### src/rtl/ps2_key_decoder_if.sv
// ---------------------------------------------------------------------------
// ps2_key_decoder_if
// Ready/valid event stream between the PS/2 key decoder and the game logic.
//   ev_valid : decoder -> consumer, event FIFO is non-empty
//   ev_ready : consumer -> decoder, head is popped when ev_valid & ev_ready
//   ev_data  : decoder -> consumer, head event {ext, brk, code[7:0]}
// The master modport is the decoder side; the slave modport is the consumer.
// ---------------------------------------------------------------------------
interface ps2_key_decoder_if;
  logic       ev_valid;
  logic       ev_ready;
  logic [9:0] ev_data;

  modport master (
    output ev_valid,
    output ev_data,
    input  ev_ready
  );

  modport slave (
    input  ev_valid,
    input  ev_data,
    output ev_ready
  );
endinterface

### src/rtl/ps2_key_decoder.sv
// ---------------------------------------------------------------------------
// ps2_key_decoder
// PS/2 keyboard receiver. Synchronises and de-glitches the PS/2 clock,
// deframes 11-bit frames (start, 8 data LSB first, odd parity, stop) with a
// timeout resync, decodes the E0 (extended) and F0 (break) prefixes, tracks a
// held/released bit per configured key and queues every make/break code in a
// ready/valid event FIFO.
//
// Ports
//   clk          system clock
//   rst_n        asynchronous active-low reset
//   ps2_clk_i    raw PS/2 clock pin (asynchronous)
//   ps2_data_i   raw PS/2 data pin (asynchronous)
//   key_state_o  bit i = 1 while configured key i is held
//   frame_err_o  one-cycle pulse per dropped frame (parity, stop, timeout)
//   overflow_o   sticky, set when an event was dropped because the FIFO was full
//   ev_if        event stream (master side): ev_valid, ev_ready, ev_data
// ---------------------------------------------------------------------------
module ps2_key_decoder #(
  parameter int                   FILT_LEN    = 4,
  parameter int                   TIMEOUT_CYC = 5000,
  parameter int                   FIFO_DEPTH  = 8,
  parameter int                   NKEYS       = 4,
  parameter logic [NKEYS*8-1:0]   KEY_CODES   = 32'h75_72_6B_74,
  parameter logic [NKEYS-1:0]     KEY_EXT     = 4'b1111
) (
  input  logic              clk,
  input  logic              rst_n,
  input  logic              ps2_clk_i,
  input  logic              ps2_data_i,
  output logic [NKEYS-1:0]  key_state_o,
  output logic              frame_err_o,
  output logic              overflow_o,
  ps2_key_decoder_if.master ev_if
);

  localparam int FCW = (FILT_LEN > 1) ? $clog2(FILT_LEN) : 1;
  localparam int TCW = $clog2(TIMEOUT_CYC + 1);
  localparam int AW  = $clog2(FIFO_DEPTH);

  localparam logic [FCW-1:0] FILT_LAST = FCW'(FILT_LEN - 1);
  localparam logic [TCW-1:0] TO_MAX    = TCW'(TIMEOUT_CYC);

  localparam logic [1:0] ST_IDLE   = 2'd0;
  localparam logic [1:0] ST_DATA   = 2'd1;
  localparam logic [1:0] ST_PARITY = 2'd2;
  localparam logic [1:0] ST_STOP   = 2'd3;

  // Odd parity over data byte plus received parity bit.
  function automatic logic frame_parity_ok(input logic [7:0] data, input logic par);
    frame_parity_ok = ^{data, par};
  endfunction

  // ------------------------------------------------------------------
  // Input synchronisers and clock filter
  // ------------------------------------------------------------------
  logic           clk_meta_q, clk_sync_q;
  logic           data_meta_q, data_sync_q;
  logic           filt_clk_q, filt_clk_d;
  logic [FCW-1:0] filt_cnt_q, filt_cnt_d;
  logic           fall_s;

  // Two-flop synchronisers for both pins; idle PS/2 lines are high.
  always_ff @(posedge clk or negedge rst_n) begin
    if (!rst_n) begin
      clk_meta_q  <= 1'b1;
      clk_sync_q  <= 1'b1;
      data_meta_q <= 1'b1;
      data_sync_q <= 1'b1;
    end else begin
      clk_meta_q  <= ps2_clk_i;
      clk_sync_q  <= clk_meta_q;
      data_meta_q <= ps2_data_i;
      data_sync_q <= data_meta_q;
    end
  end

  // Filtered clock follows the synced clock only after FILT_LEN
  // consecutive samples that differ from the current filtered level.
  always_comb begin
    filt_clk_d = filt_clk_q;
    filt_cnt_d = {FCW{1'b0}};
    if (clk_sync_q == filt_clk_q) begin
      filt_cnt_d = {FCW{1'b0}};
    end else if (filt_cnt_q == FILT_LAST) begin
      filt_clk_d = clk_sync_q;
      filt_cnt_d = {FCW{1'b0}};
    end else begin
      filt_cnt_d = filt_cnt_q + {{(FCW-1){1'b0}}, 1'b1};
    end
  end

  assign fall_s = filt_clk_q & ~filt_clk_d;

  // Filter state registers.
  always_ff @(posedge clk or negedge rst_n) begin
    if (!rst_n) begin
      filt_clk_q <= 1'b1;
      filt_cnt_q <= {FCW{1'b0}};
    end else begin
      filt_clk_q <= filt_clk_d;
      filt_cnt_q <= filt_cnt_d;
    end
  end

  // ------------------------------------------------------------------
  // Frame FSM with timeout
  // ------------------------------------------------------------------
  logic [1:0]     state_q, state_d;
  logic [2:0]     bit_cnt_q, bit_cnt_d;
  logic [7:0]     shift_q, shift_d;
  logic           parity_q, parity_d;
  logic [TCW-1:0] to_cnt_q, to_cnt_d;
  logic           byte_valid_q, byte_valid_d;
  logic           frame_err_q, frame_err_d;
  logic           timeout_s;

  assign timeout_s = (state_q != ST_IDLE) && (to_cnt_q == TO_MAX);

  // Timeout counter: cleared on every fall and while idle, saturates at TO_MAX.
  always_comb begin
    to_cnt_d = to_cnt_q;
    if (fall_s || (state_q == ST_IDLE)) begin
      to_cnt_d = {TCW{1'b0}};
    end else if (to_cnt_q != TO_MAX) begin
      to_cnt_d = to_cnt_q + {{(TCW-1){1'b0}}, 1'b1};
    end else begin
      to_cnt_d = to_cnt_q;
    end
  end

  // Frame deframing: start, 8 data bits LSB first, parity, stop.
  // shift_q keeps the last byte after STOP, so it doubles as the decoded byte.
  always_comb begin
    state_d      = state_q;
    bit_cnt_d    = bit_cnt_q;
    shift_d      = shift_q;
    parity_d     = parity_q;
    byte_valid_d = 1'b0;
    frame_err_d  = 1'b0;
    if (timeout_s) begin
      state_d     = ST_IDLE;
      frame_err_d = 1'b1;
    end else if (fall_s) begin
      case (state_q)
        ST_IDLE: begin
          if (!data_sync_q) begin
            state_d   = ST_DATA;
            bit_cnt_d = 3'd0;
          end else begin
            state_d   = ST_IDLE;
          end
        end
        ST_DATA: begin
          shift_d   = {data_sync_q, shift_q[7:1]};
          bit_cnt_d = bit_cnt_q + 3'd1;
          if (bit_cnt_q == 3'd7) begin
            state_d = ST_PARITY;
          end else begin
            state_d = ST_DATA;
          end
        end
        ST_PARITY: begin
          parity_d = data_sync_q;
          state_d  = ST_STOP;
        end
        ST_STOP: begin
          state_d = ST_IDLE;
          if (frame_parity_ok(shift_q, parity_q) && data_sync_q) begin
            byte_valid_d = 1'b1;
          end else begin
            frame_err_d  = 1'b1;
          end
        end
        default: begin
          state_d = ST_IDLE;
        end
      endcase
    end else begin
      state_d = state_q;
    end
  end

  // FSM and frame registers.
  always_ff @(posedge clk or negedge rst_n) begin
    if (!rst_n) begin
      state_q      <= ST_IDLE;
      bit_cnt_q    <= 3'd0;
      shift_q      <= 8'd0;
      parity_q     <= 1'b0;
      to_cnt_q     <= {TCW{1'b0}};
      byte_valid_q <= 1'b0;
      frame_err_q  <= 1'b0;
    end else begin
      state_q      <= state_d;
      bit_cnt_q    <= bit_cnt_d;
      shift_q      <= shift_d;
      parity_q     <= parity_d;
      to_cnt_q     <= to_cnt_d;
      byte_valid_q <= byte_valid_d;
      frame_err_q  <= frame_err_d;
    end
  end

  // ------------------------------------------------------------------
  // Prefix decode and key state
  // ------------------------------------------------------------------
  logic             ext_q, ext_d;
  logic             brk_q, brk_d;
  logic [NKEYS-1:0] key_q, key_d;
  logic             push_s;
  logic [9:0]       push_data_s;

  assign push_data_s = {ext_q, brk_q, shift_q};

  // Decode a good byte one cycle after its STOP fall. A dropped frame clears
  // any pending prefixes so a stale E0/F0 cannot attach to a later code.
  always_comb begin
    ext_d  = ext_q;
    brk_d  = brk_q;
    key_d  = key_q;
    push_s = 1'b0;
    if (frame_err_d) begin
      ext_d = 1'b0;
      brk_d = 1'b0;
    end else if (byte_valid_q) begin
      if (shift_q == 8'hE0) begin
        ext_d = 1'b1;
      end else if (shift_q == 8'hF0) begin
        brk_d = 1'b1;
      end else begin
        push_s = 1'b1;
        for (int i = 0; i < NKEYS; i++) begin
          if ((KEY_CODES[8*i +: 8] == shift_q) && (KEY_EXT[i] == ext_q)) begin
            key_d[i] = ~brk_q;
          end else begin
            key_d[i] = key_q[i];
          end
        end
        ext_d = 1'b0;
        brk_d = 1'b0;
      end
    end else begin
      push_s = 1'b0;
    end
  end

  // Prefix and key-state registers.
  always_ff @(posedge clk or negedge rst_n) begin
    if (!rst_n) begin
      ext_q <= 1'b0;
      brk_q <= 1'b0;
      key_q <= {NKEYS{1'b0}};
    end else begin
      ext_q <= ext_d;
      brk_q <= brk_d;
      key_q <= key_d;
    end
  end

  // ------------------------------------------------------------------
  // Event FIFO (extra pointer bit distinguishes full from empty)
  // ------------------------------------------------------------------
  logic [AW:0] wr_ptr_q, rd_ptr_q;
  logic [9:0]  mem_q [FIFO_DEPTH];
  logic        empty_s, full_s, pop_s, wr_en_s, ovf_set_s;
  logic        ovf_q;

  assign empty_s   = (wr_ptr_q == rd_ptr_q);
  assign full_s    = (wr_ptr_q[AW] != rd_ptr_q[AW]) && (wr_ptr_q[AW-1:0] == rd_ptr_q[AW-1:0]);
  assign pop_s     = ~empty_s & ev_if.ev_ready;
  // When full, a same-cycle pop frees the slot being written.
  assign wr_en_s   = push_s & (~full_s | pop_s);
  assign ovf_set_s = push_s & full_s & ~pop_s;

  // FIFO storage, pointers and sticky overflow flag.
  always_ff @(posedge clk or negedge rst_n) begin
    if (!rst_n) begin
      wr_ptr_q <= {(AW+1){1'b0}};
      rd_ptr_q <= {(AW+1){1'b0}};
      ovf_q    <= 1'b0;
      for (int i = 0; i < FIFO_DEPTH; i++) begin
        mem_q[i] <= 10'd0;
      end
    end else begin
      if (wr_en_s) begin
        mem_q[wr_ptr_q[AW-1:0]] <= push_data_s;
        wr_ptr_q                <= wr_ptr_q + {{AW{1'b0}}, 1'b1};
      end
      if (pop_s) begin
        rd_ptr_q <= rd_ptr_q + {{AW{1'b0}}, 1'b1};
      end
      if (ovf_set_s) begin
        ovf_q <= 1'b1;
      end
    end
  end

  assign ev_if.ev_valid = ~empty_s;
  assign ev_if.ev_data  = mem_q[rd_ptr_q[AW-1:0]];
  assign key_state_o    = key_q;
  assign frame_err_o    = frame_err_q;
  assign overflow_o     = ovf_q;

endmodule

### src/flat_wrapper.sv
// flat-port wrapper written by rule: the top's interface ports become plain ports
module ps2_key_decoder_flat 
#(
  parameter int                   FILT_LEN    = 4,
  parameter int                   TIMEOUT_CYC = 5000,
  parameter int                   FIFO_DEPTH  = 8,
  parameter int                   NKEYS       = 4,
  parameter logic [NKEYS*8-1:0]   KEY_CODES   = 32'h75_72_6B_74,
  parameter logic [NKEYS-1:0]     KEY_EXT     = 4'b1111
)
  (clk, rst_n, ps2_clk_i, ps2_data_i, key_state_o, frame_err_o, overflow_o, ev_if_ev_valid, ev_if_ev_data, ev_if_ev_ready);
  ps2_key_decoder_if ev_if_i ();
  input  logic clk;
  input  logic rst_n;
  input  logic ps2_clk_i;
  input  logic ps2_data_i;
  output logic [NKEYS-1:0] key_state_o;
  output logic frame_err_o;
  output logic overflow_o;
  output wire logic [$bits(ev_if_i.ev_valid)-1:0] ev_if_ev_valid;
  output wire logic [$bits(ev_if_i.ev_data)-1:0] ev_if_ev_data;
  input wire logic [$bits(ev_if_i.ev_ready)-1:0] ev_if_ev_ready;
  assign ev_if_ev_valid = ev_if_i.ev_valid;
  assign ev_if_ev_data = ev_if_i.ev_data;
  assign ev_if_i.ev_ready = ev_if_ev_ready;
  ps2_key_decoder #(.FILT_LEN(FILT_LEN), .TIMEOUT_CYC(TIMEOUT_CYC), .FIFO_DEPTH(FIFO_DEPTH), .NKEYS(NKEYS), .KEY_CODES(KEY_CODES), .KEY_EXT(KEY_EXT)) u_core (.clk(clk), .rst_n(rst_n), .ps2_clk_i(ps2_clk_i), .ps2_data_i(ps2_data_i), .key_state_o(key_state_o), .frame_err_o(frame_err_o), .overflow_o(overflow_o), .ev_if(ev_if_i));
endmodule
### config.mk
export PLATFORM = sky130hd
export DESIGN_NAME = ps2_key_decoder_flat
export DESIGN_NICKNAME = d
export VERILOG_FILES = /design/src/rtl/ps2_key_decoder_if.sv /design/src/rtl/ps2_key_decoder.sv /design/src/flat_wrapper.sv
export SDC_FILE = /design/constraint.sdc
export NUM_CORES = 1
export LEC_CHECK = 0
export ABC_AREA = 1
export CORE_AREA = 2 2 117 119
export CTS_CLUSTER_DIAMETER = 50
export DETAILED_ROUTE_END_ITERATION = 12
export DIE_AREA = 0 0 119 121
export PLACE_DENSITY = 0.74
export SLEW_MARGIN = 15
export SYNTH_ARGS = -nofsm -noshare
export SYNTH_HDL_FRONTEND = slang
export SYNTH_SLANG_ARGS = --single-unit
export TNS_END_PERCENT = 1
### constraint.sdc
create_clock -name clk -period 1.8 [get_ports clk]
set_input_delay 0.18 -clock clk [delete_from_list [all_inputs] [get_ports clk]]
set_output_delay 0.18 -clock clk [all_outputs]
set_load 0.01 [all_outputs]
* Word-level counts from Yosys, hierarchy flattened
Index checks and enable logic that the tools add are counted.
Widths: inputs -> output; s select.
** Storage, ports and cells
- Register bits after elaboration :: 131
** Cells by class
- Reductions and logical operators :: 25
- $lt $le $gt $ge :: 3
- $add $sub $neg :: 5
- Equality and inequality tests :: 20
- Muxes and demuxes :: 39
- Bitwise logic cells :: 17
** Operators by type and width (number)
- $bwmux 80 :: 1
- $eq 7x8->1 const A :: 4
- $bmux 10 s3 :: 1
- $demux 10 s3 :: 1
- $mux 10 :: 3
- $mux 13 :: 2
- $mux 1 :: 23
- $reduce_and 5->1 :: 4
- $eq 8x8->1 const B :: 2
- $add 13x1->13 const B :: 1
- $eq 13x13->1 const B :: 1
- $ne 13x13->1 const B :: 1
- $mux 2 :: 5
- $reduce_bool 2->1 :: 5
- $not 1->1 :: 9
- $reduce_xor 9->1 :: 1
- $add 4x1->4 const B :: 2
- $ge 4x4->1 const B :: 2
- $logic_and 1x1->1 :: 8
- $not 3->4 :: 2
- $pmux 2 s4 :: 1
- $eq 2x2->1 const B :: 3
- $pmux 3 s2 :: 1
- $reduce_and 3->1 :: 2
- other kinds (19) :: 24

* Longest topological paths before layout
- Depth in word-level cells :: 10
- Depth in mapped cells :: 16

* Worst setup path after synthesis
OpenSTA, ideal clock, no wires.
- Kind :: register to register
- Start :: register u_core.rd_ptr_q[0]
- End :: register u_core.mem_q[0] (netlist name)
- Slack :: -0.079 ns
- Setup time :: 0.122 ns
- Arrival :: 1.757 ns
- Data required time :: 1.678 ns
- Clock period less this slack :: 1.879 ns
- Cell stages (with the launch flop) :: 13
- Cell sequence :: dfrtp_1 > buf_2 > xor2_1 > a21oi_1 > nand3_1 > nand2_1 > nand2_1 > inv_1 > nor2_2 > buf_4 > buf_4 > nand3_1 > nand2_1
** On the way
- Word-level cells in the longest chain between the ends :: 5
** Ends and longest elaborated chain
- start: declaration :: line ps2_key_decoder.sv:264 : logic [AW:0] wr_ptr_q, rd_ptr_q;
- start signal: assignment :: line ps2_key_decoder.sv:280 : rd_ptr_q <= {(AW+1){1'b0}};
- start signal: assignment :: line ps2_key_decoder.sv:291 : rd_ptr_q <= rd_ptr_q + {{AW{1'b0}}, 1'b1};
- $eq 4x4->1 :: line ps2_key_decoder.sv:269 : assign empty_s = (wr_ptr_q == rd_ptr_q);
- $not 1->1
- named net ev_if_ev_valid :: line flat_wrapper.sv:20 : output wire logic [$bits(ev_if_i.ev_valid)-1:0] ev_if_ev_valid;
- $and 1x1->1 :: line ps2_key_decoder.sv:271 : assign pop_s = ~empty_s & ev_if.ev_ready;
- $or 1x1->1 :: line ps2_key_decoder.sv:273 : assign wr_en_s = push_s & (~full_s | pop_s);
- $and 1x1->1 :: line ps2_key_decoder.sv:273
- end signal: indexed assignment :: line ps2_key_decoder.sv:287 : mem_q[wr_ptr_q[AW-1:0]] <= push_data_s;
- end: declaration :: line ps2_key_decoder.sv:265 : logic [9:0] mem_q [FIFO_DEPTH];
The timed path passes the listed nets, and every way through them passes these cells.
A chain may end at the register's enable or synchronous reset.

* Worst setup path in the final report
- Start :: register u_core.shift_q[2]
- End :: register u_core.mem_q[78] (netlist name)
** On the way
- Word-level cells in the longest chain between the ends :: 8
** Ends and longest elaborated chain
- start: declaration :: line ps2_key_decoder.sv:111 : logic [7:0] shift_q, shift_d;
- start signal: assignment :: line ps2_key_decoder.sv:197 : shift_q <= shift_d;
- $reduce_xor 9->1 :: line ps2_key_decoder.sv:51 : frame_parity_ok = ^{data, par};
- $logic_and 1x1->1 :: line ps2_key_decoder.sv:169 : if (frame_parity_ok(shift_q, parity_q) && data_sync_q) begin
- $mux 1 :: line ps2_key_decoder.sv:169
- $mux 1 :: line ps2_key_decoder.sv:145 : case (state_q)
- $mux 1 :: line ps2_key_decoder.sv:144 : end else if (fall_s) begin
- $mux 1 :: line ps2_key_decoder.sv:141 : if (timeout_s) begin
- $mux 1 (*) :: line ps2_key_decoder.sv:223 : if (frame_err_d) begin
- $and 1x1->1 (*) :: line ps2_key_decoder.sv:273
Every way passes the cells marked *; elsewhere a longest branch is shown, timed or not.

==> summary.txt <==
CTS
  • Num CTS Buffers: 17
  • Worst skew pair latency: 0.42 ns
  • CTS tree: done
  • Sink Count: 131
  • Root buf cell: clkbuf_16
  • CTS H-tree lvls: 4
  • Reg clk slew, reported paths: 0.05 ns
  • Clk buf depth: 2

Power
  • Tot Pwr: 0.01153 W
  • NetSw: 0.003995 W
  • Power per cell area: 1237 nW/um2
  • Logic pwr share: 39.5%
  • Internal power: 0.007534 W
  • Max rail drop VDD: 0.0009095 V
  • LEAKAGE: 4.305 nW
  • Clock Power Share: 31.2%
  • Sw frac: 34.65%
  • Flop pwr share: 29.3%

Placed design
  • Final Wtd Congestion: 0.9048
  • Cells after DPL: 1136
  • DP HPWL: 12.71 mm
  • Buffers on Ports: 21

Drt
  • DRT Pass-1 Iters: 5
  • DRT antenna net count: 0
  • WL final: 20.88 mm
  • # DRC: 0
  • Wire length per cell: 17.57 um
  • DR iter-0 viols: 836
  • DR vias/cell: 5.683
  • Vias post-DR: 6751

Global routing
  • Total GRT Usage: 29.37%
  • First-pass GRT wire length: 33.00 mm
  • Met1 Usage GRT: 39.25%
  • Grt ovf: 0
  • Largest net degree at the start of global routing: 54
  • Initial antenna violation count: 0
  • GR Util met2: 47.13%
  • Vias in the first global route: 6465
  • GR peak layer: met2
  • Met3 GRT Util: 6.156%

Run status
  • Failing checks: setup timing
  • Status: complete, but fails checks

Synth
  • Avg Cell Area, Syn: 7.955 um2
  • Post-synthesis sequential area ratio: 46.49%
  • Yosys cell types: 33
  • Number of synthesis warnings: 0
  • Post-Synthesis Cells: 888
  • Syn Nets: 900
  • Mapped Area: 7064 um2
  • Post-synthesis register bit count: 131

Floorplanning
  • Starting Density: 53.99%
  • Die height: 121 um
  • Die area: 14400 um2
  • Cell Rows: 42
  • Die Span X: 119 um
  • IO Pins: 22
  • Area of the core: 13090 um2

Cells and area
  • P&R area growth vs syn: 31.97%
  • Layout cells sized above 1: 24.01%
  • Fill cells: 956
  • Most common cell after layout, fill and taps aside: nand2_1
  • Most frequent cells in the layout: nand2_1 (161), dfrtp_1 (124), inv_1 (122)
  • Nets: 1014
  • Ant. Diodes: 0
  • Final std cells w/o fill: 1188

Timing
  • Setup Skew: 0.008266 ns
  • Final min period: 2.098 ns
  • Least-Margin Pin Slew: 0.5847 ns
  • Headroom to the max-slew limit: 61.02%
  • Crit share post-route: 116.6%
  • Final setup viols: 100
  • Max Fclk: 476.6 MHz
  • Final hold vios: 0
  • Post-route setup slack: -0.2981 ns
  • TNS Setup: -22.91 ns
  • Pins Over Slew Limit: 0
  • Hold Slack: 0.1712 ns
  • RSZ-0062 raised after global routing: true

Setup path
  • Setup Crit Path Kind: reg2reg
  • Worst Path Max Fanout: 15
  • Worst-path cell chain: inv_2 -> nand2_1 -> nand2_1 -> nand2_2 -> nand2_1 -> nand2_2 -> nand2_1 -> nand2_1 -> nand3_2 -> nand2_4 -> nand4_1 -> buf_6 -> buf_12 -> o21bai_1 -> nand2_1
  • Crit path DAT: 2.39 ns
  • CP Launch Type: register
  • Worst path slowest cell: dfrtp_1
  • Required @ worst endpoint: 2.09 ns
  • CP Capture Type: register
  • Critical path's most frequent cell: nand2_1
  • CP max stage delay: 0.43 ns

Flow run
  • Max-cap viol count: 0

Worst hold path
  • Hold crit path type: in2reg
cell usage after synthesis:
master    number  area, um2
nor4_1         3      18.77
o211ai_1       1      7.510
a221oi_1      10      87.58
buf_1          2      7.510
a21oi_1       43      215.2
nand3_2        2      20.02
ha_1           7      87.58
nand2_2        1      6.260
xor2_1         7      61.31
clkbuf_2       1      5.000
inv_2          3      11.26
nor2_1        32      120.1
dfrtp_1      126       3153
clkinv_1       8      30.03
o21ai_1        1      5.000
a22o_1         1      8.760
nand4_1       11      68.82
a31oi_1       10      62.56
nand2_1      174      653.1
dfstp_2        5      131.4
inv_1        127      476.7
buf_6          9      101.4
o21ai_0       56      280.3
buf_2          4      20.02
o21bai_1      81      608.1
clkbuf_1      31      116.4
buf_4          6      45.04
nand3_1       97      485.5
nor2_2         1      6.260
xnor2_1        5      43.79
nand3b_1       1      7.510
nor3_1        20      100.1
or2_2          2      12.51
area by class of cell:
cell class	instances	area (um2)	area share, %
clock buffers	25	515.5	5.529
multi-input cells	566	3264	35.02
flip-flops and latches	131	3287	35.26
repair buffers	148	1420	15.23
inverters	138	520.5	5.583
clock inverters	4	95.09	1.020
well taps	176	220.2	2.362
routing by layer:
| layer | wire length (um) | share of wire [%] |
|---|---|---|
| met1 | 8559 | 41 |
| met2 | 9938 | 48 |
| met3 | 1767 | 8.5 |
| met4 | 611 | 2.9 |
| met5 | 0 | 0 |
kinds of logic after synthesis:
family	count (synthesis)	share of synthesized area (%)
and+or+nand+nor	344	21.22
AOI/OAI and AO/OA	203	18.05
buffers and inverters	191	11.51
DFF	131	46.49
xor gates and xnor gates	12	1.488
adders and majority gates	7	1.240
power by group through the flow:
stage          registers, W  logic [W]  clock network, W
2_1_floorplan       0.00336    0.00196                 0
3_3_place_gp        0.00339    0.00370                 0
3_5_place_dp        0.00340    0.00377                 0
4_1_cts             0.00337    0.00431           0.00360
5_1_grt             0.00342    0.00491           0.00376
6_report            0.00338    0.00455           0.00359
stage by stage:
step / worst slack [ns] / area, um2 / util, %
global route: -0.4453 / 9323 / 71.25
CTS: -0.2417 / 9158 / 69.98
floorplan: 0.01270 / 7099 / -
global placement: -0.2229 / 8112 / 61.99
detailed placement: -0.2598 / 8112 / 61.99
finish: -0.2981 / 9323 / 71.25
worst max-delay path, delay by kind of cell, from the launching register on:
family / cells / cell delay (ns)
flops: 1 / 0.43
buf+inv: 3 / 0.46
compound gates: 1 / 0.15
simple gates: 11 / 0.93
flip-flops by register name (all words and copies together) (netlist names), 2 cells and up:
signal              cells
u_core.filt_cnt_q       2
u_core.key_state_o      4
u_core.shift_q          8
u_core.bit_cnt_q        3
u_core.wr_ptr_q         4
u_core.mem_q           80
u_core.to_cnt_q        13
u_core.rd_ptr_q         4
u_core.state_q          2
path summary, 6_finish.rpt:
| kind | from | to | slack [ns] | cells after the start |
|---|---|---|---|---|
| setup reg to reg | u_core.shift_q[2]$_DFFE_PN0P_ | u_core.mem_q[78]$_DFFE_PN0P_ | -0.30 | 15 |
| hold / removal | ps2_data_i | u_core.data_meta_q$_DFF_PN1_ | 0.17 | 1 |
| min in group asynchronous | rst_n | u_core.mem_q[15]$_DFFE_PN0P_ | 0.32 | 2 |
| max in group asynchronous | rst_n | u_core.data_sync_q$_DFF_PN1_ | 0.87 | 3 |
| setup / recovery | u_core.shift_q[2]$_DFFE_PN0P_ | u_core.mem_q[78]$_DFFE_PN0P_ | -0.30 | 15 |
| hold reg to reg | u_core.clk_meta_q$_DFF_PN1_ | u_core.clk_sync_q$_DFF_PN1_ | 0.36 | 0 |
repair_timing:
action	in CTS	in global routing
buffers inserted	15	0
setup endpoints to repair	109	127
hold endpoints to repair	47	0
resized for setup	108	30
cloned	5	2
hold buffers	1	0
pin swaps	33	11
Note: power is estimated with default switching activity, not from simulation.
